$ cat src/rtl/queue_lcu_pkg.sv
// Shared constants and types for the lab FIFO list control unit.
package queue_lcu_pkg;

    // Default queue geometry; the RF word and address width are shared
    // with the register file and the display unit.
    localparam int DEF_DEPTH = 8;
    localparam int DEF_DW    = 32;
    localparam int RF_AW     = 5;
    localparam int DEF_AW    = RF_AW;
    localparam int DEF_PTR_W = $clog2(DEF_DEPTH);

    // Write-side state.  WRITE means a write to the RF is in flight this
    // cycle, so it is exactly the registered write enable.
    typedef enum logic {
        ST_IDLE  = 1'b0,
        ST_WRITE = 1'b1
    } lcu_state_e;

endpackage

$ cat src/rtl/queue_lcu_edge_pulse.sv
// Registered sampler plus rising-edge pulse.  The sampler resets to 1 so a
// request held high through reset release does not count as an edge.
module edge_pulse (
    input  logic clk,
    input  logic rstn,
    input  logic d_i,
    output logic pulse_o
);

    logic d_q;

    // Sample the request level every cycle.
    always_ff @(posedge clk or negedge rstn) begin
        if (!rstn) begin
            d_q <= 1'b1;
        end else begin
            d_q <= d_i;
        end
    end

    assign pulse_o = d_i & ~d_q;

endmodule

$ cat src/rtl/queue_lcu.sv
// List control unit: turns enq/deq request edges into circular-buffer
// writes and reads on an external register file.
//
// Handshake: enq and deq are levels; each rising edge is one request.  A
// request is either accepted at the clock edge that sees the pulse or it is
// dropped (enq while full without a deq, deq while empty).  There is no
// back-pressure; the requester watches full/empty.
module queue_lcu
    import queue_lcu_pkg::*;
#(
    parameter int DEPTH = DEF_DEPTH,
    parameter int DW    = DEF_DW,
    parameter int AW    = DEF_AW
) (
    input  logic             clk,
    input  logic             rstn,
    input  logic             enq,
    input  logic             deq,
    input  logic [DW-1:0]    in,
    output logic [DW-1:0]    out,
    output logic             full,
    output logic             empty,
    output logic [DEPTH-1:0] valid,
    output logic [AW-1:0]    ra,
    input  logic [DW-1:0]    rd,
    output logic [AW-1:0]    wa,
    output logic [DW-1:0]    wd,
    output logic             we
);

    localparam int PTR_W = $clog2(DEPTH);
    localparam logic [PTR_W:0] FULL_CNT = (PTR_W + 1)'(DEPTH);

    logic             enq_p;
    logic             deq_p;
    logic             acc_enq;
    logic             acc_deq;
    logic             bypass;

    logic [PTR_W-1:0] head_q,  head_d;
    logic [PTR_W-1:0] tail_q,  tail_d;
    logic [PTR_W:0]   count_q, count_d;
    logic [DW-1:0]    out_q,   out_d;
    logic [AW-1:0]    wa_q,    wa_d;
    logic [DW-1:0]    wd_q,    wd_d;
    logic [DEPTH-1:0] valid_q, valid_d;
    lcu_state_e       state_q, state_d;

    edge_pulse u_enq_edge (
        .clk     (clk),
        .rstn    (rstn),
        .d_i     (enq),
        .pulse_o (enq_p)
    );

    edge_pulse u_deq_edge (
        .clk     (clk),
        .rstn    (rstn),
        .d_i     (deq),
        .pulse_o (deq_p)
    );

    assign full    = (count_q == FULL_CNT);
    assign empty   = (count_q == '0);
    assign acc_deq = deq_p & ~empty;
    // A dequeue at the same edge frees the slot, so a full queue still
    // takes the write.
    assign acc_enq = enq_p & (~full | acc_deq);

    // The RF commits a write one edge after we; if the entry being read is
    // that uncommitted write, take the data from wd instead of rd.
    assign bypass  = we & (wa_q == ra);

    assign ra    = AW'(head_q);
    assign out   = out_q;
    assign wa    = wa_q;
    assign wd    = wd_q;
    assign we    = (state_q == ST_WRITE);
    assign valid = valid_q;

    // Next-state: pointers, count, valid bits, output word and write port.
    always_comb begin
        head_d  = head_q;
        tail_d  = tail_q;
        count_d = count_q;
        out_d   = out_q;
        wa_d    = wa_q;
        wd_d    = wd_q;
        valid_d = valid_q;
        state_d = ST_IDLE;

        // Clear before set: when full with both accepted, head == tail and
        // the slot must end up valid again.
        if (acc_deq) begin
            out_d           = bypass ? wd_q : rd;
            head_d          = head_q + PTR_W'(1);
            valid_d[head_q] = 1'b0;
        end

        if (acc_enq) begin
            wa_d            = AW'(tail_q);
            wd_d            = in;
            tail_d          = tail_q + PTR_W'(1);
            valid_d[tail_q] = 1'b1;
            state_d         = ST_WRITE;
        end

        case ({acc_enq, acc_deq})
            2'b10:   count_d = count_q + (PTR_W + 1)'(1);
            2'b01:   count_d = count_q - (PTR_W + 1)'(1);
            default: count_d = count_q;
        endcase
    end

    // State registers; reset drops any write in flight.
    always_ff @(posedge clk or negedge rstn) begin
        if (!rstn) begin
            head_q  <= '0;
            tail_q  <= '0;
            count_q <= '0;
            out_q   <= '0;
            wa_q    <= '0;
            wd_q    <= '0;
            valid_q <= '0;
            state_q <= ST_IDLE;
        end else begin
            head_q  <= head_d;
            tail_q  <= tail_d;
            count_q <= count_d;
            out_q   <= out_d;
            wa_q    <= wa_d;
            wd_q    <= wd_d;
            valid_q <= valid_d;
            state_q <= state_d;
        end
    end

endmodule

$ cat config.mk
export PLATFORM = sky130hd
export DESIGN_NAME = queue_lcu
export DESIGN_NICKNAME = d
export VERILOG_FILES = /design/src/rtl/queue_lcu_pkg.sv /design/src/rtl/queue_lcu_edge_pulse.sv /design/src/rtl/queue_lcu.sv
export SDC_FILE = /design/constraint.sdc
export NUM_CORES = 1
export LEC_CHECK = 0
export BUFFER_PORTS_ARGS = -buffer_cell sky130_fd_sc_hd__buf_2
export CAP_MARGIN = 25
export CELL_PAD_IN_SITES_DETAIL_PLACEMENT = 1
export CELL_PAD_IN_SITES_GLOBAL_PLACEMENT = 1
export CORE_MARGIN = 2
export CORE_UTILIZATION = 40
export DETAILED_ROUTE_END_ITERATION = 7
export GPL_TIMING_DRIVEN = 0
export PLACE_DENSITY_LB_ADDON = 0.1
export SETUP_SLACK_MARGIN = 0.05
export SLEW_MARGIN = 30
export SYNTH_ARGS = -nofsm -noshare
export SYNTH_HDL_FRONTEND = slang
export SYNTH_SLANG_ARGS = --single-unit
$ cat constraint.sdc
create_clock -name clk -period 3.7 [get_ports clk]
set_input_delay 0.37 -clock clk [delete_from_list [all_inputs] [get_ports clk]]
set_output_delay 0.37 -clock clk [all_outputs]
set_load 0.03 [all_outputs]
==> results.cfg, run 1 <==
[drt]
first_pass_iters = 4
wire_per_inst_um = 16.3
vias = 2944
vias_per_cell = 4.83
wl_um = 9940
antenna_left = 0
drtIter0Drc = 52
drc = 0

[layout]
n_antenna_cell = 0
multiInputGateArea_um2 = 1500
regArea_um2 = 2200
instances_no_fill = 609
nNetsFinal = 548
drive_gt1_share_pct = 47.3
area_growth_pct = 30.5
final.fill_count = 1060

[timing]
rsz0062_at_grt = no
worst_slew_pin_slew_ns = 0.554
drv_slew = 0
worst_clock_skew_ns = 0.0114
worst_hold_slack_ns = 0.114
fmax_mhz = 368
min_period_ns = 2.72
hold_violations = 0
min_period_over_period_pct = 73.5
tns_ns = 0
timing.slew.headroom_pct = 63.1
finalSetupViolations = 0

[clock_tree]
cts_tree = done
numCtsBuffers = 9
cts_hold_buffers = 1
cts_root_buffer = clkbuf_8
cts_buffer_depth = 2
clk_pin_slew_ns = 0.09
clkLatencyLatePin_ns = 0.36
cts_max_level = 3
cts_setup_buffers = 0
cts.sinks = 88
post_cts_resized = 0

[setup_path]
crit_required_ns = 3.94
crit_slowest_cell = a311oi_4
critPathMaxStageDelay_ns = 0.58
crit_path_frequent_cell = xor2_1
critical_path_class = reg2reg
path_delay_family = compound AO/OA/AOI/OAI gates
worstPathArrival_ns = 2.96
start_kind = register
cp_num_buf_inv = 2
cp_cell_sequence = nand2b_1 -> a311oi_4 -> buf_6 -> inv_1 -> ha_1 -> xor2_1 -> ha_1 -> a21oi_1 -> xor2_1 -> nor2_1 -> xor2_1
crit_path_end_kind = register
cp_max_fo = 10

[power]
clockPowerShare_pct = 18.5
power_mw = 3.99
p_leak_nw = 2.64
ir_worst_vdd_mv = 0.354
seq_power_share_pct = 38.7
switching_share_pct = 42.9
p_int_mw = 2.28
power_switching_mw = 1.71
p_per_area_nw_per_um2 = 791
pwr-share-comb_pct = 42.8

[synthesis]
netlist_instances = 311
ys.flop_type = dfrtp_1
synth_most_common_cell = dfrtp_1
synth_edf_count = 0
synth_area_um2 = 3860
yosys.area.top_type = dfrtp_1
synth_seq_area_share_pct = 57.1
postSynthAreaPerCell_um2 = 12.4
synth_common_cells = dfrtp_1 (86), nand2_1 (39), mux2_2 (34), mux2i_1 (32), o21ai_0 (32)
synth_seq_cells = 88
yosys_warnings = 0
async_reset_ff_share_pct = 100
yosysTopAreaCellShare_pct = 55.8
yosys-top-cells-area = dfrtp_1 (56%), mux2_2 (9.9%), mux2i_1 (8.3%)
synth_cell_types = 35

[die]
die_w_um = 102
initial_core_util_pct = 41.6
die_y_um = 102
dieArea_um2 = 10400
coreArea_um2 = 9280
io-pin-count = 153
core.rowCount = 35

[hold_path]
hold_path_class = in2reg

[global_routing]
grt_first_pass_wirelength_um = 15200
antenna_found_initial = 0
grt_pass1_vias = 2974
grt_overflow_total = 0
grt_max_degree = 48
track_usage_pct = 19.3

[status]
status = complete, no violations

[flow_run]
maxCapViolCount = 0

[placement]
dp_cells = 592
portBuffers = 148
place_hpwl_um = 7530
gp_congestion = 0.707
[final timing paths]
| check | from | to | slack, ns | cells past startpoint |
|---|---|---|---|---|
| max in group asynchronous | rstn | u_enq_edge.d_q$_DFF_PN1_ | 2.60 | 3 |
| min in group asynchronous | rstn | out[28]$_DFFE_PN0N_ | 0.49 | 2 |
| worst max-delay path | u_deq_edge.d_q$_DFF_PN1_ | count_q[2]$_DFFE_PN0P_ | 0.98 | 11 |
| worst min register to register | out[8]$_DFFE_PN0N_ | out[8]$_DFFE_PN0N_ | 0.48 | 2 |
| worst min-delay path | enq | u_enq_edge.d_q$_DFF_PN1_ | 0.11 | 1 |
| worst max register to register | u_deq_edge.d_q$_DFF_PN1_ | count_q[2]$_DFFE_PN0P_ | 0.98 | 11 |
[sequential cells by signal, indices dropped and copies added (netlist names)]
name / count
u_enq_edge.d_q: 1
valid: 8
head_q: 3
wa: 3
we: 1
out: 32
wd: 32
tail_q: 3
u_deq_edge.d_q: 1
count_q: 4
[layout by cell type (no fill, tap or decap), types with 2 or more instances in the layout]
cell,instances
nand2b_1,6
conb_1,4
nand2_1,39
mux2_1,2
dfrtp_1,86
xor2_1,5
mux2_2,34
o21ai_0,32
xnor2_1,7
mux2i_1,32
a21oi_1,2
buf_6,5
dfstp_2,2
buf_4,7
bufinv_16,2
ha_1,5
buf_2,155
clkbuf_1,3
o21ai_1,12
clkinvlp_4,2
clkbuf_8,10
inv_1,4
o31ai_1,6
[power groups by stage]
stage               logic [mW]  clock network (mW)  registers [mW]
finish                    1.71               0.737            1.54
global route              1.84               0.801            1.60
CTS                       1.73               0.760            1.55
detailed placement        1.73                   0            1.57
global placement          1.68                   0            1.55
floorplan                0.605                   0            2.11
[layer usage]
layer / GRT usage (%) / up-vias / share of wire, %
met5: 0 / - / 0
met4: 6.87 / 0 / 1.6
met3: 4.24 / 13 / 5.8
met2: 32.4 / 102 / 50
met1: 24.8 / 1441 / 42
li1: - / 1388 / -
[kinds of logic (layout without fill, tap and decap cells)]
group	Yosys count	in the layout	share of synthesized area [%]
flip-flops	88	88	57.1
multiplexers	68	68	18.8
AND/OR/NAND/NOR	57	57	7.30
AO/OA/AOI/OAI	54	54	8.04
buffers and inverters	26	192	4.28
XOR/XNOR	12	12	2.72
adder cells (fa/ha/maj)	5	5	1.62
other	1	4	0.0972
[final cells by class]
type	instances	area share, %
flip-flops and latches	88	43.8
inverters	4	0.298
clock buffers	11	2.81
clock inverters	5	1.59
multi-input cells	200	29.8
repair buffers	150	15.6
plain buffers	22	2.98
well taps	129	3.20
[through the flow]
| step | utilization, % | worst slack [ns] | instance area (µm²) |
|---|---|---|---|
| 2_1_floorplan | - | 0.979 | 3870 |
| 3_3_place_gp | 51.4 | 1.01 | 4770 |
| 3_5_place_dp | 51.8 | 0.927 | 4810 |
| 4_1_cts | 54.3 | 0.961 | 5040 |
| 5_1_grt | 54.3 | 0.806 | 5040 |
| 6_report | 54.3 | 0.979 | 5040 |
(Power assumes the default switching activity.)
==> inputs of run 2 (changes only) <==
--- a/config.mk
+++ b/config.mk
@@ -10,7 +10,7 @@
 export CELL_PAD_IN_SITES_DETAIL_PLACEMENT = 1
 export CELL_PAD_IN_SITES_GLOBAL_PLACEMENT = 1
 export CORE_MARGIN = 2
-export CORE_UTILIZATION = 40
+export CORE_UTILIZATION = 34
 export DETAILED_ROUTE_END_ITERATION = 7
 export GPL_TIMING_DRIVEN = 0
 export PLACE_DENSITY_LB_ADDON = 0.1
==> constraint.sdc (replaced) <==
create_clock -name clk -period 2.5 [get_ports clk]
set_input_delay 0.25 -clock clk [delete_from_list [all_inputs] [get_ports clk]]
set_output_delay 0.25 -clock clk [all_outputs]
set_load 0.03 [all_outputs]
==> results.cfg, run 2 (same netlist as run 1, synthesis figures left out) <==
[layout]
area_growth_pct = 36.8
post-route-util_pct = 48.3
layout_common_cells = buf_2 (153), dfrtp_1 (83), nand2_1 (39), mux2_2 (34)
layout_commonest_cell = buf_2
multiInputGateArea_um2 = 1530
finish.instance_area_um2 = 5280
nNetsFinal = 561
regArea_um2 = 2210
final.fill_count = 1244
drive_gt1_share_pct = 49.9
instances_no_fill = 633
n_antenna_cell = 0

[clock_tree]
cts_tree = done
clkLatencyLatePin_ns = 0.34
clk_pin_slew_ns = 0.06
cts_root_buffer = clkbuf_16
numCtsBuffers = 9
cts.sinks = 88
cts_max_level = 3
cts_buffer_depth = 2

[die]
io-pin-count = 153
core.rowCount = 38
die_w_um = 111
coreArea_um2 = 10900
dieArea_um2 = 12200
die_y_um = 111
initial_core_util_pct = 35.3

[timing]
rsz0062_at_grt = no
fmax_mhz = 438
setup_slack_ns = 0.215
drv_slew = 0
finalSetupViolations = 0
worst_hold_slack_ns = 0.0125
tns_ns = 0
worst_clock_skew_ns = 0.00829
hold_violations = 0
min_period_ns = 2.29
min_period_over_period_pct = 91.4

[power]
power_mw = 6.32
ir_worst_vdd_mv = 0.451
p_leak_nw = 2.75
p_per_area_nw_per_um2 = 1200

[setup_path]
cp_max_fo = 5
crit_required_ns = 2.73
critical_path_class = reg2reg
start_kind = register
worstPathArrival_ns = 2.51
crit_path_end_kind = register

[global_routing]
grtUsageMet3_pct = 6.75
grt_overflow_total = 0
track_usage_pct = 17.8
antenna_found_initial = 0
grt_max_degree = 50
grt_pass1_vias = 3239
gr-usage-met1_pct = 22.4
grt_util_met2_pct = 28.6
grt_first_pass_wirelength_um = 17200
top_usage_layer = met2

[drt]
wire_per_inst_um = 16.5
first_pass_iters = 4
vias = 3011
drtIter0Drc = 72
vias_per_cell = 4.76
drc = 0
wl_um = 10400
antenna_left = 0

[placement]
portBuffers = 148
dp_slack_ns = -0.166
placed_area_um2 = 4850
place_hpwl_um = 7640
dp_cells = 603
gp_congestion = 0.729

[status]
status = complete, no violations

[hold_path]
hold_path_class = in2reg

[flow_run]
maxCapViolCount = 0
==> run 2: power breakdown <==
part	switching (mW)	total [mW]	internal, mW
clock	0.547	1.37	0.827
combinational	1.70	2.65	0.952
sequential	0.378	2.30	1.92
==> run 2: timing repair <==
| item | CTS | global route |
|---|---|---|
| pin swaps | 1 | 4 |
| resized for setup | 2 | 4 |
| setup buffers | 1 | 12 |
| hold buffers | 1 | 0 |
| hold endpoints to repair | 37 | 0 |
| endpoints found under the setup margin | 3 | 1 |
==> run 2: final cells by class <==
type / instances / share of cell area, %
inverters: 4 / 0.356
plain buffers: 22 / 3.01
multi-input cells: 200 / 29.1
clock buffers: 13 / 4.93
flip-flops and latches: 88 / 41.8
clock inverters: 3 / 0.759
well taps: 140 / 3.32
repair buffers: 163 / 16.7
==> run 2: final timing paths <==
kind,startpoint,to,slack [ns],cells past startpoint
worst max-delay path,count_q[3]$_DFFE_PN0P_,count_q[2]$_DFFE_PN0P_,0.21,11
worst min-delay path,deq,u_deq_edge.d_q$_DFF_PN1_,0.01,1
worst max register to register,count_q[3]$_DFFE_PN0P_,count_q[2]$_DFFE_PN0P_,0.21,11
worst min register to register,out[7]$_DFFE_PN0N_,out[7]$_DFFE_PN0N_,0.47,2
max in group asynchronous,rstn,count_q[0]$_DFFE_PN0P_,1.52,3
min in group asynchronous,rstn,wd[28]$_DFFE_PN0N_,0.38,2
==> run 2: critical path, cell delays in order, from the launching register on <==
cell and delay, ns:
dfrtp_2 0.44, buf_4 0.15, a311oi_4 0.36, buf_6 0.16, inv_1 0.07, ha_4 0.18
xor2_1 0.15, ha_2 0.18, a21oi_2 0.12, xor2_1 0.15, nor2_1 0.07, xor2_1 0.14
==> run 2: per-layer routing <==
layer	wire length, µm	part of all wire (%)
met1	4630	44
met5	0	0
met2	4950	47
met3	696	6.7
met4	179	1.7
==> inputs of run 3 (changes only) <==
--- a/config.mk
+++ b/config.mk
@@ -5,12 +5,14 @@
 export SDC_FILE = /design/constraint.sdc
 export NUM_CORES = 1
 export LEC_CHECK = 0
+export ABC_AREA = 1
 export BUFFER_PORTS_ARGS = -buffer_cell sky130_fd_sc_hd__buf_2
 export CAP_MARGIN = 25
 export CELL_PAD_IN_SITES_DETAIL_PLACEMENT = 1
 export CELL_PAD_IN_SITES_GLOBAL_PLACEMENT = 1
+export CORE_ASPECT_RATIO = 0.5
 export CORE_MARGIN = 2
-export CORE_UTILIZATION = 34
+export CORE_UTILIZATION = 32
 export DETAILED_ROUTE_END_ITERATION = 7
 export GPL_TIMING_DRIVEN = 0
 export PLACE_DENSITY_LB_ADDON = 0.1
==> results.cfg, run 3 <==
[layout]
area_growth_pct = 32.7
multiInputGateArea_um2 = 1700
layout_commonest_cell = nand2_1
regArea_um2 = 2210
instances_no_fill = 871
layout_common_cells = nand2_1 (234), buf_2 (154), dfrtp_1 (85), inv_1 (46), nand3_1 (39)
n_antenna_cell = 0
final.fill_count = 1650
drive_gt1_share_pct = 30.1
nNetsFinal = 769
post-route-util_pct = 44.0
finish.instance_area_um2 = 5650

[die]
coreArea_um2 = 12800
die_w_um = 167
io-pin-count = 153
dieArea_um2 = 14300
core.rowCount = 29
die_y_um = 85.6
initial_core_util_pct = 33.2

[clock_tree]
cts_buffer_depth = 2
cts_root_buffer = clkbuf_16
cts_max_level = 3
clkLatencyLatePin_ns = 0.34
cts.sinks = 88
numCtsBuffers = 9
cts_tree = done
clk_pin_slew_ns = 0.07

[status]
violations = design-rule violations
status = complete, but fails checks

[synthesis]
synth_common_cells = nand2_1 (234), dfrtp_1 (86), inv_1 (46), nand3_1 (39), nand3b_1 (32)
yosys-top-cells-area = dfrtp_1 (50%), nand2_1 (21%), nand3b_1 (5.6%)
synth_seq_area_share_pct = 51.7
ys.flop_type = dfrtp_1
postSynthAreaPerCell_um2 = 8.07
synth_cell_types = 25
synth_most_common_cell = nand2_1
async_reset_ff_share_pct = 100
synth_seq_cells = 88
yosys_warnings = 0
synth_area_um2 = 4260
yosysTopAreaCellShare_pct = 50.5
synth_edf_count = 0
yosys.area.top_type = dfrtp_1
netlist_instances = 528

[placement]
dp_slack_ns = -0.253
placed_area_um2 = 5260
place_hpwl_um = 9680
dp_cells = 850
gp_congestion = 0.791
portBuffers = 148

[timing]
rsz0062_at_grt = no
min_period_over_period_pct = 92.0
timing.slew.headroom_pct = 64.3
finalSetupViolations = 0
min_period_ns = 2.30
setup_slack_ns = 0.200
worst_clock_skew_ns = 0.00779
tns_ns = 0
hold_violations = 0
fmax_mhz = 435
worst_slew_pin_slew_ns = 0.535
worst_hold_slack_ns = 0.0202
drv_slew = 0

[drt]
vias = 3934
first_pass_iters = 8
drc = 10
wire_per_inst_um = 15.3
antenna_left = 0
vias_per_cell = 4.52
drtIter0Drc = 250
wl_um = 13400

[setup_path]
cp_max_fo = 11
crit_path_end_kind = register
critical_path_class = reg2reg
crit_required_ns = 2.71
cp_cell_sequence = nor2_2 -> nand3_2 -> nand2_4 -> nand2_1 -> nand2_4 -> buf_8 -> ha_2 -> nand2_1 -> inv_1 -> nor2_1 -> ha_1 -> a21oi_2 -> xor2_1 -> o21ai_0
critPathMaxStageDelay_ns = 0.43
worstPathArrival_ns = 2.51
ff2ff_path_depth = 14
crit_slowest_cell = dfrtp_1
start_kind = register

[global_routing]
grt_max_degree = 58
track_usage_pct = 19.5
grt_pass1_vias = 4256
grt_overflow_total = 0
antenna_found_initial = 0
grt_first_pass_wirelength_um = 21900

[power]
p_leak_nw = 3.24
p_per_area_nw_per_um2 = 1230
power_mw = 6.97
ir_worst_vdd_mv = 0.392

[flow_run]
maxCapViolCount = 0

[hold_path]
holdPathStages = 1
hold_path_class = in2reg
-- run 3: kinds of logic after synthesis --
family | Yosys count | synth area share, %
buf+inv | 80 | 8.98
compound gates | 26 | 3.32
other cells | 1 | 0.0880
xor+xnor | 7 | 1.44
fa+ha+maj | 5 | 1.47
simple gates | 321 | 33.0
flops | 88 | 51.7
-- run 3: critical path: cells and delay by family (launching register included) --
family / cells / cell delay (ns)
AO/OA/AOI/OAI: 2 / 0.22
AND/OR/NAND/NOR: 7 / 0.72
adder cells (fa/ha/maj): 2 / 0.41
XOR/XNOR: 1 / 0.19
flip-flops: 1 / 0.43
buffers and inverters: 2 / 0.22
-- run 3: cell type report --
cell class | instances | share of cell area, %
Inverter | 52 | 3.45
Timing Repair Buffer | 154 | 14.4
Tap cell | 170 | 3.76
Clock inverter | 4 | 1.37
Clock buffer | 12 | 4.36
Buffer | 28 | 3.54
Sequential cell | 88 | 39.0
Multi-Input combinational cell | 363 | 30.1
-- run 3: path summary, 6_finish.rpt --
check,slack (ns),endpoint,start
worst max-delay path,0.20,count_q[2]$_DFFE_PN0P_,count_q[0]$_DFFE_PN0P_
min in group asynchronous,0.37,out[30]$_DFFE_PN0N_,rstn
worst max register to register,0.20,count_q[2]$_DFFE_PN0P_,count_q[0]$_DFFE_PN0P_
worst min register to register,0.48,out[4]$_DFFE_PN0N_,out[4]$_DFFE_PN0N_
max in group asynchronous,1.52,wd[9]$_DFFE_PN0N_,rstn
worst min-delay path,0.02,u_enq_edge.d_q$_DFF_PN1_,enq
-- run 3: repair_timing --
item                                    CTS  global route
hold buffers                              1             0
setup buffers                             1             3
endpoints found under the setup margin    3             1
resized for setup                         5             4
pin swaps                                 1             4
cloned                                    0             0
endpoints found under the hold margin    29             0
-- run 3: per-layer routing --
| layer | wire, µm | share of wire [%] | vias to the layer above | track usage, % |
|---|---|---|---|---|
| met5 | 0 | 0 | - | 0 |
| met4 | 105 | 0.79 | 0 | 3.87 |
| met3 | 524 | 3.9 | 8 | 4.43 |
| met2 | 6120 | 46 | 81 | 32.9 |
| met1 | 6610 | 49 | 1889 | 26.2 |
| li1 | - | - | 1956 | - |
-- run 3: power by group --
| group | leakage (nW) | internal, mW | switching (mW) |
|---|---|---|---|
| Combinational | 2.00 | 0.957 | 2.17 |
| Clock | 0.157 | 0.908 | 0.569 |
| Sequential | 1.08 | 1.95 | 0.428 |
